File: config.mk
export PLATFORM = sky130hd
export DESIGN_NAME = evm_ballot_ctrl_flat
export DESIGN_NICKNAME = d
export VERILOG_FILES = /design/src/rtl/evm_ballot_ctrl_pkg.sv /design/src/rtl/evm_ballot_ctrl_if.sv /design/src/rtl/evm_ballot_ctrl_debounce.sv /design/src/rtl/evm_ballot_ctrl.sv /design/src/flat_wrapper.sv
export SDC_FILE = /design/constraint.sdc
export NUM_CORES = 1
export LEC_CHECK = 0
export ABC_AREA = 0
export BUFFER_PORTS_ARGS = -buffer_cell sky130_fd_sc_hd__buf_2
export CAP_MARGIN = 40
export CELL_PAD_IN_SITES_DETAIL_PLACEMENT = 2
export CELL_PAD_IN_SITES_GLOBAL_PLACEMENT = 2
export CORE_ASPECT_RATIO = 0.5
export CORE_MARGIN = 3
export CORE_UTILIZATION = 35
export DETAILED_ROUTE_END_ITERATION = 8
export GPL_TIMING_DRIVEN = 0
export HOLD_SLACK_MARGIN = 0.08
export PLACE_DENSITY = 0.78
export SYNTH_ARGS = -nofsm -noshare
export SYNTH_HDL_FRONTEND = slang
export SYNTH_HIERARCHICAL = 1
export SYNTH_SLANG_ARGS = --single-unit
File: constraint.sdc
create_clock -name clk -period 1.6 [get_ports clk]
set_input_delay 0.16 -clock clk [delete_from_list [all_inputs] [get_ports clk]]
set_output_delay 0.16 -clock clk [all_outputs]
set_load 0.005 [all_outputs]
File: src/rtl/evm_ballot_ctrl_pkg.sv
// -----------------------------------------------------------------------------
// evm_pkg
// Shared definitions for the ballot controller slice: FSM state encoding,
// party count and one-hot party codes, ballot counter width, and a one-hot
// selection check used by the controller.
// -----------------------------------------------------------------------------
package evm_pkg;

    localparam int NUM_PARTIES  = 4;
    localparam int BALLOT_CNT_W = 7;

    localparam logic [NUM_PARTIES-1:0] PARTY1 = 4'b0001;
    localparam logic [NUM_PARTIES-1:0] PARTY2 = 4'b0010;
    localparam logic [NUM_PARTIES-1:0] PARTY3 = 4'b0100;
    localparam logic [NUM_PARTIES-1:0] PARTY4 = 4'b1000;

    localparam logic [BALLOT_CNT_W-1:0] BALLOT_CNT_MAX = '1;

    typedef enum logic [1:0] {
        ST_IDLE    = 2'd0,
        ST_ARMED   = 2'd1,
        ST_LOCKOUT = 2'd2
    } state_e;

    // True when exactly one bit of the selection is set.
    function automatic logic is_one_hot(input logic [NUM_PARTIES-1:0] sel);
        return (sel != '0) && ((sel & (sel - 1'b1)) == '0);
    endfunction

endpackage

File: src/rtl/evm_ballot_ctrl_if.sv
// -----------------------------------------------------------------------------
// evm_ballot_ctrl_if
// Groups the ballot controller's front-panel inputs and its vote bus toward
// the downstream counter.
//   master : controller side (consumes raw panel inputs, drives vote bus)
//   slave  : environment side (drives raw panel inputs, consumes vote bus)
// Signals:
//   voting_en, raw_ballot_issue, raw_button, raw_switch[3:0]  panel inputs
//   vote_strobe, vote_party[3:0], ballot_ready, invalid_sel,
//   beep, ballots_cast[6:0], ballot_timeout                    controller outputs
// -----------------------------------------------------------------------------
interface evm_ballot_ctrl_if;
    import evm_pkg::*;

    logic                    voting_en;
    logic                    raw_ballot_issue;
    logic                    raw_button;
    logic [NUM_PARTIES-1:0]  raw_switch;

    logic                    vote_strobe;
    logic [NUM_PARTIES-1:0]  vote_party;
    logic                    ballot_ready;
    logic                    invalid_sel;
    logic                    beep;
    logic [BALLOT_CNT_W-1:0] ballots_cast;
    logic                    ballot_timeout;

    modport master (
        input  voting_en, raw_ballot_issue, raw_button, raw_switch,
        output vote_strobe, vote_party, ballot_ready, invalid_sel,
               beep, ballots_cast, ballot_timeout
    );

    modport slave (
        output voting_en, raw_ballot_issue, raw_button, raw_switch,
        input  vote_strobe, vote_party, ballot_ready, invalid_sel,
               beep, ballots_cast, ballot_timeout
    );

endinterface

File: src/rtl/evm_ballot_ctrl_debounce.sv
// -----------------------------------------------------------------------------
// evm_debounce
// Two-flop synchroniser followed by a stability counter. The debounced level
// flips only after DEBOUNCE_CYCLES consecutive synchronised samples that all
// differ from the current level; any sample equal to the level restarts the
// count. A registered one-cycle rise pulse follows each 0->1 level change.
// Ports:
//   clk, reset  system clock, asynchronous active-high reset
//   raw_i       asynchronous bouncy input
//   rise_o      one-cycle pulse, one cycle after the debounced level rises
// -----------------------------------------------------------------------------
module evm_debounce #(
    parameter int DEBOUNCE_CYCLES = 16
) (
    input  logic clk,
    input  logic reset,
    input  logic raw_i,
    output logic rise_o
);

    localparam int CNT_W = (DEBOUNCE_CYCLES > 1) ? $clog2(DEBOUNCE_CYCLES) : 1;
    localparam logic [CNT_W-1:0] CNT_LAST = CNT_W'(DEBOUNCE_CYCLES - 1);

    logic [1:0]       sync_q;
    logic [CNT_W-1:0] cnt_q, cnt_d;
    logic             level_q, level_d;
    logic             level_prev_q;
    logic             rise_q;

    always_comb begin
        // NOTE: defaults first so every path assigns both outputs; otherwise a latch is inferred.
        cnt_d   = cnt_q;
        level_d = level_q;
        if (sync_q[1] == level_q) begin
            cnt_d = '0;
        end else if (cnt_q == CNT_LAST) begin
            cnt_d   = '0;
            level_d = ~level_q;
        end else begin
            cnt_d = cnt_q + 1'b1;
        end
    end

    // NOTE: non-blocking assignments so every register samples pre-edge values of the others.
    always_ff @(posedge clk or posedge reset) begin
        if (reset) begin
            sync_q       <= '0;
            cnt_q        <= '0;
            level_q      <= 1'b0;
            level_prev_q <= 1'b0;
            rise_q       <= 1'b0;
        end else begin
            sync_q       <= {sync_q[0], raw_i};
            cnt_q        <= cnt_d;
            level_q      <= level_d;
            level_prev_q <= level_q;
            rise_q       <= level_q & ~level_prev_q;
        end
    end

    assign rise_o = rise_q;

endmodule

File: src/rtl/evm_ballot_ctrl.sv
// -----------------------------------------------------------------------------
// evm_ballot_ctrl
// Front-end for the vote-counting stage. Debounces the officer's ballot-issue
// button and the voter's cast button, synchronises the party switches, and
// allows exactly one vote per issued ballot. Each accepted vote produces a
// one-cycle vote_strobe with a one-hot vote_party, bumps a saturating
// ballots_cast counter and starts a LOCKOUT dead time during which beep is high.
// Ports:
//   clk    system clock
//   reset  asynchronous, active-high; returns to IDLE, any armed ballot is lost
//   bus    evm_ballot_ctrl_if.master (panel inputs in, vote bus out)
// Build option:
//   BALLOT_TIMEOUT_EN  when defined, an armed ballot expires after
//                      TIMEOUT_CYCLES without an accepted vote and
//                      ballot_timeout pulses; otherwise ballot_timeout is 0.
// -----------------------------------------------------------------------------
module evm_ballot_ctrl
    import evm_pkg::*;
#(
    parameter int DEBOUNCE_CYCLES = 16,
    parameter int LOCKOUT_CYCLES  = 32,
    parameter int TIMEOUT_CYCLES  = 1024
) (
    input  logic              clk,
    input  logic              reset,
    evm_ballot_ctrl_if.master bus
);

    localparam int LOCK_W = (LOCKOUT_CYCLES > 1) ? $clog2(LOCKOUT_CYCLES) : 1;
    localparam logic [LOCK_W-1:0] LOCK_LOAD = LOCK_W'(LOCKOUT_CYCLES - 1);

`ifdef BALLOT_TIMEOUT_EN
    localparam int TMO_W = (TIMEOUT_CYCLES > 1) ? $clog2(TIMEOUT_CYCLES) : 1;
    localparam logic [TMO_W-1:0] TMO_LAST = TMO_W'(TIMEOUT_CYCLES - 1);
`endif

    logic btn_rise;
    logic issue_rise;

    evm_debounce #(.DEBOUNCE_CYCLES(DEBOUNCE_CYCLES)) u_btn_db (
        .clk    (clk),
        .reset  (reset),
        .raw_i  (bus.raw_button),
        .rise_o (btn_rise)
    );

    evm_debounce #(.DEBOUNCE_CYCLES(DEBOUNCE_CYCLES)) u_issue_db (
        .clk    (clk),
        .reset  (reset),
        .raw_i  (bus.raw_ballot_issue),
        .rise_o (issue_rise)
    );

    // Switches are only synchronised; the cast-button debounce already
    // gives the voter's selection time to settle before it is sampled.
    logic [NUM_PARTIES-1:0] sw_meta_q, sw_sync_q;

    always_ff @(posedge clk or posedge reset) begin
        if (reset) begin
            sw_meta_q <= '0;
            sw_sync_q <= '0;
        end else begin
            sw_meta_q <= bus.raw_switch;
            sw_sync_q <= sw_meta_q;
        end
    end

    state_e                  state_q;
    logic [LOCK_W-1:0]       lock_cnt_q;
    logic                    vote_strobe_q;
    logic [NUM_PARTIES-1:0]  vote_party_q;
    logic                    ballot_ready_q;
    logic                    invalid_sel_q;
    logic                    beep_q;
    logic [BALLOT_CNT_W-1:0] ballots_cast_q;
`ifdef BALLOT_TIMEOUT_EN
    logic [TMO_W-1:0]        tmo_cnt_q;
    logic                    ballot_timeout_q;
`endif

    logic sel_valid;
    assign sel_valid = is_one_hot(sw_sync_q);

    always_ff @(posedge clk or posedge reset) begin
        if (reset) begin
            state_q          <= ST_IDLE;
            lock_cnt_q       <= '0;
            vote_strobe_q    <= 1'b0;
            vote_party_q     <= '0;
            ballot_ready_q   <= 1'b0;
            invalid_sel_q    <= 1'b0;
            beep_q           <= 1'b0;
            ballots_cast_q   <= '0;
`ifdef BALLOT_TIMEOUT_EN
            tmo_cnt_q        <= '0;
            ballot_timeout_q <= 1'b0;
`endif
        end else begin
            // Pulse outputs default low and are raised only on the event cycle.
            vote_strobe_q    <= 1'b0;
            invalid_sel_q    <= 1'b0;
`ifdef BALLOT_TIMEOUT_EN
            ballot_timeout_q <= 1'b0;
`endif
            unique case (state_q)
                ST_IDLE: begin
                    if (issue_rise && bus.voting_en) begin
                        state_q        <= ST_ARMED;
                        ballot_ready_q <= 1'b1;
`ifdef BALLOT_TIMEOUT_EN
                        tmo_cnt_q      <= '0;
`endif
                    end
                end

                ST_ARMED: begin
                    // Closing the election outranks a same-cycle press.
                    if (!bus.voting_en) begin
                        state_q        <= ST_IDLE;
                        ballot_ready_q <= 1'b0;
                    end else if (btn_rise && sel_valid) begin
                        state_q        <= ST_LOCKOUT;
                        ballot_ready_q <= 1'b0;
                        beep_q         <= 1'b1;
                        lock_cnt_q     <= LOCK_LOAD;
                        vote_strobe_q  <= 1'b1;
                        vote_party_q   <= sw_sync_q;
                        if (ballots_cast_q != BALLOT_CNT_MAX) begin
                            ballots_cast_q <= ballots_cast_q + 1'b1;
                        end
                    end else begin
                        if (btn_rise) begin
                            invalid_sel_q <= 1'b1;
                        end
`ifdef BALLOT_TIMEOUT_EN
                        // An invalid press does not restart the expiry count.
                        if (tmo_cnt_q == TMO_LAST) begin
                            state_q          <= ST_IDLE;
                            ballot_ready_q   <= 1'b0;
                            ballot_timeout_q <= 1'b1;
                        end else begin
                            tmo_cnt_q <= tmo_cnt_q + 1'b1;
                        end
`endif
                    end
                end

                ST_LOCKOUT: begin
                    // Button and voting_en are ignored until the dead time ends.
                    if (lock_cnt_q == '0) begin
                        state_q <= ST_IDLE;
                        beep_q  <= 1'b0;
                    end else begin
                        lock_cnt_q <= lock_cnt_q - 1'b1;
                    end
                end

                default: begin
                    state_q        <= ST_IDLE;
                    ballot_ready_q <= 1'b0;
                    beep_q         <= 1'b0;
                end
            endcase
        end
    end

    assign bus.vote_strobe    = vote_strobe_q;
    assign bus.vote_party     = vote_party_q;
    assign bus.ballot_ready   = ballot_ready_q;
    assign bus.invalid_sel    = invalid_sel_q;
    assign bus.beep           = beep_q;
    assign bus.ballots_cast   = ballots_cast_q;
`ifdef BALLOT_TIMEOUT_EN
    assign bus.ballot_timeout = ballot_timeout_q;
`else
    assign bus.ballot_timeout = 1'b0;
`endif

endmodule

File: src/flat_wrapper.sv
// flat-port wrapper written by rule: the top's interface ports become plain ports
module evm_ballot_ctrl_flat import evm_pkg::*;
#(
    parameter int DEBOUNCE_CYCLES = 16,
    parameter int LOCKOUT_CYCLES  = 32,
    parameter int TIMEOUT_CYCLES  = 1024
)
  (clk, reset, bus_voting_en, bus_raw_ballot_issue, bus_raw_button, bus_raw_switch, bus_vote_strobe, bus_vote_party, bus_ballot_ready, bus_invalid_sel, bus_beep, bus_ballots_cast, bus_ballot_timeout);
  evm_ballot_ctrl_if bus_i ();
  input  logic clk;
  input  logic reset;
  input wire logic [$bits(bus_i.voting_en)-1:0] bus_voting_en;
  input wire logic [$bits(bus_i.raw_ballot_issue)-1:0] bus_raw_ballot_issue;
  input wire logic [$bits(bus_i.raw_button)-1:0] bus_raw_button;
  input wire logic [$bits(bus_i.raw_switch)-1:0] bus_raw_switch;
  output wire logic [$bits(bus_i.vote_strobe)-1:0] bus_vote_strobe;
  output wire logic [$bits(bus_i.vote_party)-1:0] bus_vote_party;
  output wire logic [$bits(bus_i.ballot_ready)-1:0] bus_ballot_ready;
  output wire logic [$bits(bus_i.invalid_sel)-1:0] bus_invalid_sel;
  output wire logic [$bits(bus_i.beep)-1:0] bus_beep;
  output wire logic [$bits(bus_i.ballots_cast)-1:0] bus_ballots_cast;
  output wire logic [$bits(bus_i.ballot_timeout)-1:0] bus_ballot_timeout;
  assign bus_i.voting_en = bus_voting_en;
  assign bus_i.raw_ballot_issue = bus_raw_ballot_issue;
  assign bus_i.raw_button = bus_raw_button;
  assign bus_i.raw_switch = bus_raw_switch;
  assign bus_vote_strobe = bus_i.vote_strobe;
  assign bus_vote_party = bus_i.vote_party;
  assign bus_ballot_ready = bus_i.ballot_ready;
  assign bus_invalid_sel = bus_i.invalid_sel;
  assign bus_beep = bus_i.beep;
  assign bus_ballots_cast = bus_i.ballots_cast;
  assign bus_ballot_timeout = bus_i.ballot_timeout;
  evm_ballot_ctrl #(.DEBOUNCE_CYCLES(DEBOUNCE_CYCLES), .LOCKOUT_CYCLES(LOCKOUT_CYCLES), .TIMEOUT_CYCLES(TIMEOUT_CYCLES)) u_core (.clk(clk), .reset(reset), .bus(bus_i));
endmodule
==> metrics list <==
* Post-Synth Adder-Cell Area: 3.29%
- For the worst setup path, the data required time is 1.82 ns.
* Grt ovf: 0
* Post-route fraction of the period consumed by the critical path: 114%
- In this run the horizontal extent of the chip is 110 um.
* First-pass GRT wire length: 9.78 mm
- Final worst-path setup slack: -0.216 ns
- For this run, the number of standard cells in the final layout without fillers is 271.
* Unrepaired setup endpoints after global routing: true
- Summing the areas of all and, or, nand and nor instances in the mapped netlist gives 12.3% of the synthesized area.
- The flow ran to the end, but the final reports show violations.
- After synthesis, the cell types taking the most area are sky130_fd_sc_hd__dfrtp_1 63%, sky130_fd_sc_hd__xor2_1 3.7%, sky130_fd_sc_hd__ha_1 3.3%.
- Yosys mapped a number of flops with a built-in enable equal to 0.
- In the final routed layout, each cell accounts on average for 24.7 um.
* Layout Cell Area excl Fill: 2660 um^2
- The die covers 6420 um^2.
* Total core area: 5090 um^2
- Number of max-slew violations in the final report: 0
- Of all nets on the critical path, the largest fanout is 4.
- Min cycle time layout: 1.82 ns
* Max VDD drop: 0.000478 V
- Detailed placement ended at an HPWL of 3.11 mm.
- Root buffer cell: sky130_fd_sc_hd__clkbuf_8
* Instance area after placement: 2150 um^2
* Total via count after detailed routing: 1,414
- After clock tree synthesis, the clock-pin slew on the worst setup and hold paths is 0.10 ns.
* Final Core Density: 52.3%
* R2R Path Start: u_core/sw_sync_q[2]
- In this run the power density over the cells is 1140 nW/um^2.
- Final-report setup violation count: 21
- H-Tree Depth: 2
* Clock network latency to the later pin of the worst-skew pair: 0.32 ns
* Most common library cells after synthesis: 48 x sky130_fd_sc_hd__dfrtp_1, 10 x sky130_fd_sc_hd__nand2_1, 8 x sky130_fd_sc_hd__xor2_1
- Clock skew after layout: 0.00861 ns
* Synth-to-Final Area Change: 39.8%
- The first TritonRoute pass finished after 4 iterations.
* Total nets after synthesis: 159
- The tree built by TritonCTS fans out to 48 sinks.
* Worst Tran Pin Value: 0.767 ns
* Multiplexer share of the synthesized area: 6.31%
* Clock Tree Buf Depth: 2
* Maximum clock frequency: 0.551 GHz
- Via count of the first global-routing pass: 1,634
* CTS buffer count: 5
- Antenna diode count: 0
- Leakage power total: 0.00130 uW
* Reg-to-Reg End: u_core/lock_cnt_q[1]
- Post-synthesis async set-or-reset flop share: 100%
- The largest total area in the synthesized netlist belongs to sky130_fd_sc_hd__dfrtp_1.
- Most common cell in the netlist: sky130_fd_sc_hd__dfrtp_1
- Worst hold path endpoint: u_core/state_q[0]
- The worst setup path is captured at a flop.
- The worst hold path belongs to the class in -> reg.
* R2R cell count: 5
- Initial antenna violation count: 0
- The worst setup path is of the reg -> reg kind.
* Sequential fraction of the synthesis area: 63.1%
- Violations in the final reports: negative setup slack
* Antenna-violating nets left: 0
- Largest net degree at the start of global routing: 17
* Portion of synthesized cell area occupied by the leading cell type: 63.1%
- The worst register-to-register path has a setup slack of -0.22 ns.
- In this run, placement finished with an instance count of 239.
- Number of nets at the end of the flow: 214
* Final Hold Violating Endpoints: 0
* Critical path startpoint category: flop
- Top-level I/O count: 25
- Worst-case headroom to the max-slew limit: 48.8%
- The initial utilization of the core area, before any placement, comes to 37.4%.
- TritonCTS clock tree: yes
* Register bit count reported by yosys: 48
* Post-Syn Area per Cell: 13.1 um^2
- Yosys synthesis warning count: 6
- Detailed-route DRC error count: 0
- In the routed layout, each cell is associated on average with a via count of 5.22.
- Worst Path Arrival: 2.03 ns
- In this run the most critical hold path is launched from bus_voting_en.
- Input and output buffers added on the ports amount to 23.
- By area, the combinational part of the netlist is dominated by simple AND/OR/NAND/NOR gates.
* Layout filler cell count: 495
- Synthesis produced 145 cells.
* Total standard cell area after synthesis: 1900 um^2
- Max capacitance violation total: 0
* Count of distinct cell types in the synthesized netlist: 36
- The initialized floorplan defines 18 standard-cell rows.
* Routability-driven placement congestion ratio: 0.787
- Fraction of layout cells with a size suffix above 1: 43.3%
- Height of the die: 58.2 um
* WHS Path Cells: 3
* Most instantiated flip-flop cell in the synthesis netlist: sky130_fd_sc_hd__dfrtp_1
* Area fraction in compound gates after synthesis: 7.56%
- Global-route usage over all layers: 21.4%
- Of the total synthesized cell area, the portion taken by XOR and XNOR cells is 5.52%.
- Violation count after the first detailed-routing iteration: 53
* Total routed wirelength: 6.71 mm
-- stage by stage --
| stage | worst slack [ns] | total power, uW | hold WS, ns | setup TNS [ns] |
|---|---|---|---|---|
| 2_1_floorplan | -0.0915 | 1700 | -0.0121 | -0.336 |
| 3_3_place_gp | -0.384 | 1790 | 0.156 | -2.76 |
| 3_5_place_dp | -0.440 | 1860 | 0.166 | -3.66 |
| 4_1_cts | -0.112 | 2840 | 0.0928 | -1.13 |
| 5_1_grt | -0.254 | 3150 | 0.106 | -3.97 |
| 6_report | -0.216 | 3020 | 0.107 | -2.92 |
-- critical path: stages, from the launching register on --
cell,delay (ns)
sky130_fd_sc_hd__dfrtp_2,0.49
sky130_fd_sc_hd__xor2_2,0.22
sky130_fd_sc_hd__a211oi_4,0.40
sky130_fd_sc_hd__buf_6,0.21
sky130_fd_sc_hd__o21ai_4,0.08
sky130_fd_sc_hd__mux2_4,0.31
-- worst max path at each step --
stage | startpoint | endpoint | slack [ns] | cells past startpoint
floorplan | u_core/sw_sync_q[2] | u_core/bus.vote_party[2] | -0.09 | 5
global placement | u_core/sw_sync_q[2] | u_core/bus.vote_party[2] | -0.38 | 5
CTS | u_core/sw_sync_q[3] | u_core/bus.vote_party[1] | -0.11 | 5
global route | u_core/sw_sync_q[2] | u_core/state_q[0] | -0.25 | 5
detailed placement | u_core/sw_sync_q[2] | u_core/bus.vote_party[2] | -0.44 | 5
finish | u_core/sw_sync_q[2] | u_core/lock_cnt_q[1] | -0.22 | 5
-- power breakdown --
part	switching [uW]	leakage [uW]	internal, uW
logic	367	0.000636	358
registers	156	0.000618	1330
clock network	463	0.0000434	351
total	986	0.00130	2040
-- cell families after synthesis --
family	after synthesis
simple gates	42
mux	10
other cells	1
xor+xnor	12
fa+ha+maj	5
buf+inv	8
flops	48
compound gates	19
-- placed cells by master (no fill, tap or decap), types with 3 or more instances in the layout --
cell                            synthesis  routed
sky130_fd_sc_hd__a21o_1                 4       4
sky130_fd_sc_hd__a311oi_1               4       4
sky130_fd_sc_hd__buf_2                  0      23
sky130_fd_sc_hd__buf_4                  1      12
sky130_fd_sc_hd__buf_6                  0       6
sky130_fd_sc_hd__clkbuf_8               0       6
sky130_fd_sc_hd__dfrtp_1               48      46
sky130_fd_sc_hd__dlygate4sd3_1          0       7
sky130_fd_sc_hd__ha_1                   5       4
sky130_fd_sc_hd__inv_1                  6       4
sky130_fd_sc_hd__mux2_4                 2       9
sky130_fd_sc_hd__nand2_1               10       9
sky130_fd_sc_hd__nand3_1                5       3
sky130_fd_sc_hd__nand3_2                2       3
sky130_fd_sc_hd__nor2_1                 7       6
sky130_fd_sc_hd__nor2b_1                7       5
sky130_fd_sc_hd__xnor2_1                4       4
sky130_fd_sc_hd__xor2_1                 8       7
-- final cells by class --
type	instances	area (um^2)	area share, %
plain buffers	1	7.51	0.282
clock buffers	6	82.6	3.10
clock inverters	2	15.0	0.564
inverters	7	31.3	1.17
multi-input cells	89	872	32.8
flip-flops and latches	48	1200	45.2
well taps	70	87.6	3.29
repair buffers	48	363	13.6
-- metal layers --
| layer | GRT usage (%) | share of wire [%] | up-vias |
|---|---|---|---|
| met5 | 0 | 0 | - |
| met4 | 7.02 | 1.0 | 0 |
| met3 | 4.34 | 2.3 | 7 |
| met2 | 36.6 | 49 | 24 |
| met1 | 27.4 | 48 | 770 |
| li1 | - | - | 613 |
-- timing repair --
action | 4_1_cts | 5_1_grt
pin swaps | 9 | 7
endpoints found under the hold margin | 39 | 0
gates resized for setup | 34 | 13
endpoints found under the setup margin | 19 | 22
setup buffers | 17 | 2
hold buffers | 7 | 0
-- flip-flops by register name, indices dropped and copies added (netlist names) --
name                            cells
u_core/bus.beep                     1
u_core/state_q                      2
u_core/bus.vote_strobe              1
u_core/bus.ballots_cast             7
u_core/u_btn_db/level_prev_q        1
u_core/u_issue_db/rise_o            1
u_core/bus.invalid_sel              1
u_core/u_issue_db/cnt_q             4
u_core/u_issue_db/sync_q            2
u_core/sw_meta_q                    4
u_core/u_btn_db/level_q             1
u_core/bus.ballot_ready             1
u_core/u_btn_db/sync_q              2
u_core/sw_sync_q                    4
u_core/u_issue_db/level_prev_q      1
u_core/u_btn_db/cnt_q               4
u_core/u_issue_db/level_q           1
u_core/u_btn_db/rise_o              1
u_core/bus.vote_party               4
u_core/lock_cnt_q                   5
No activity file was read; power rests on OpenSTA's default activity.
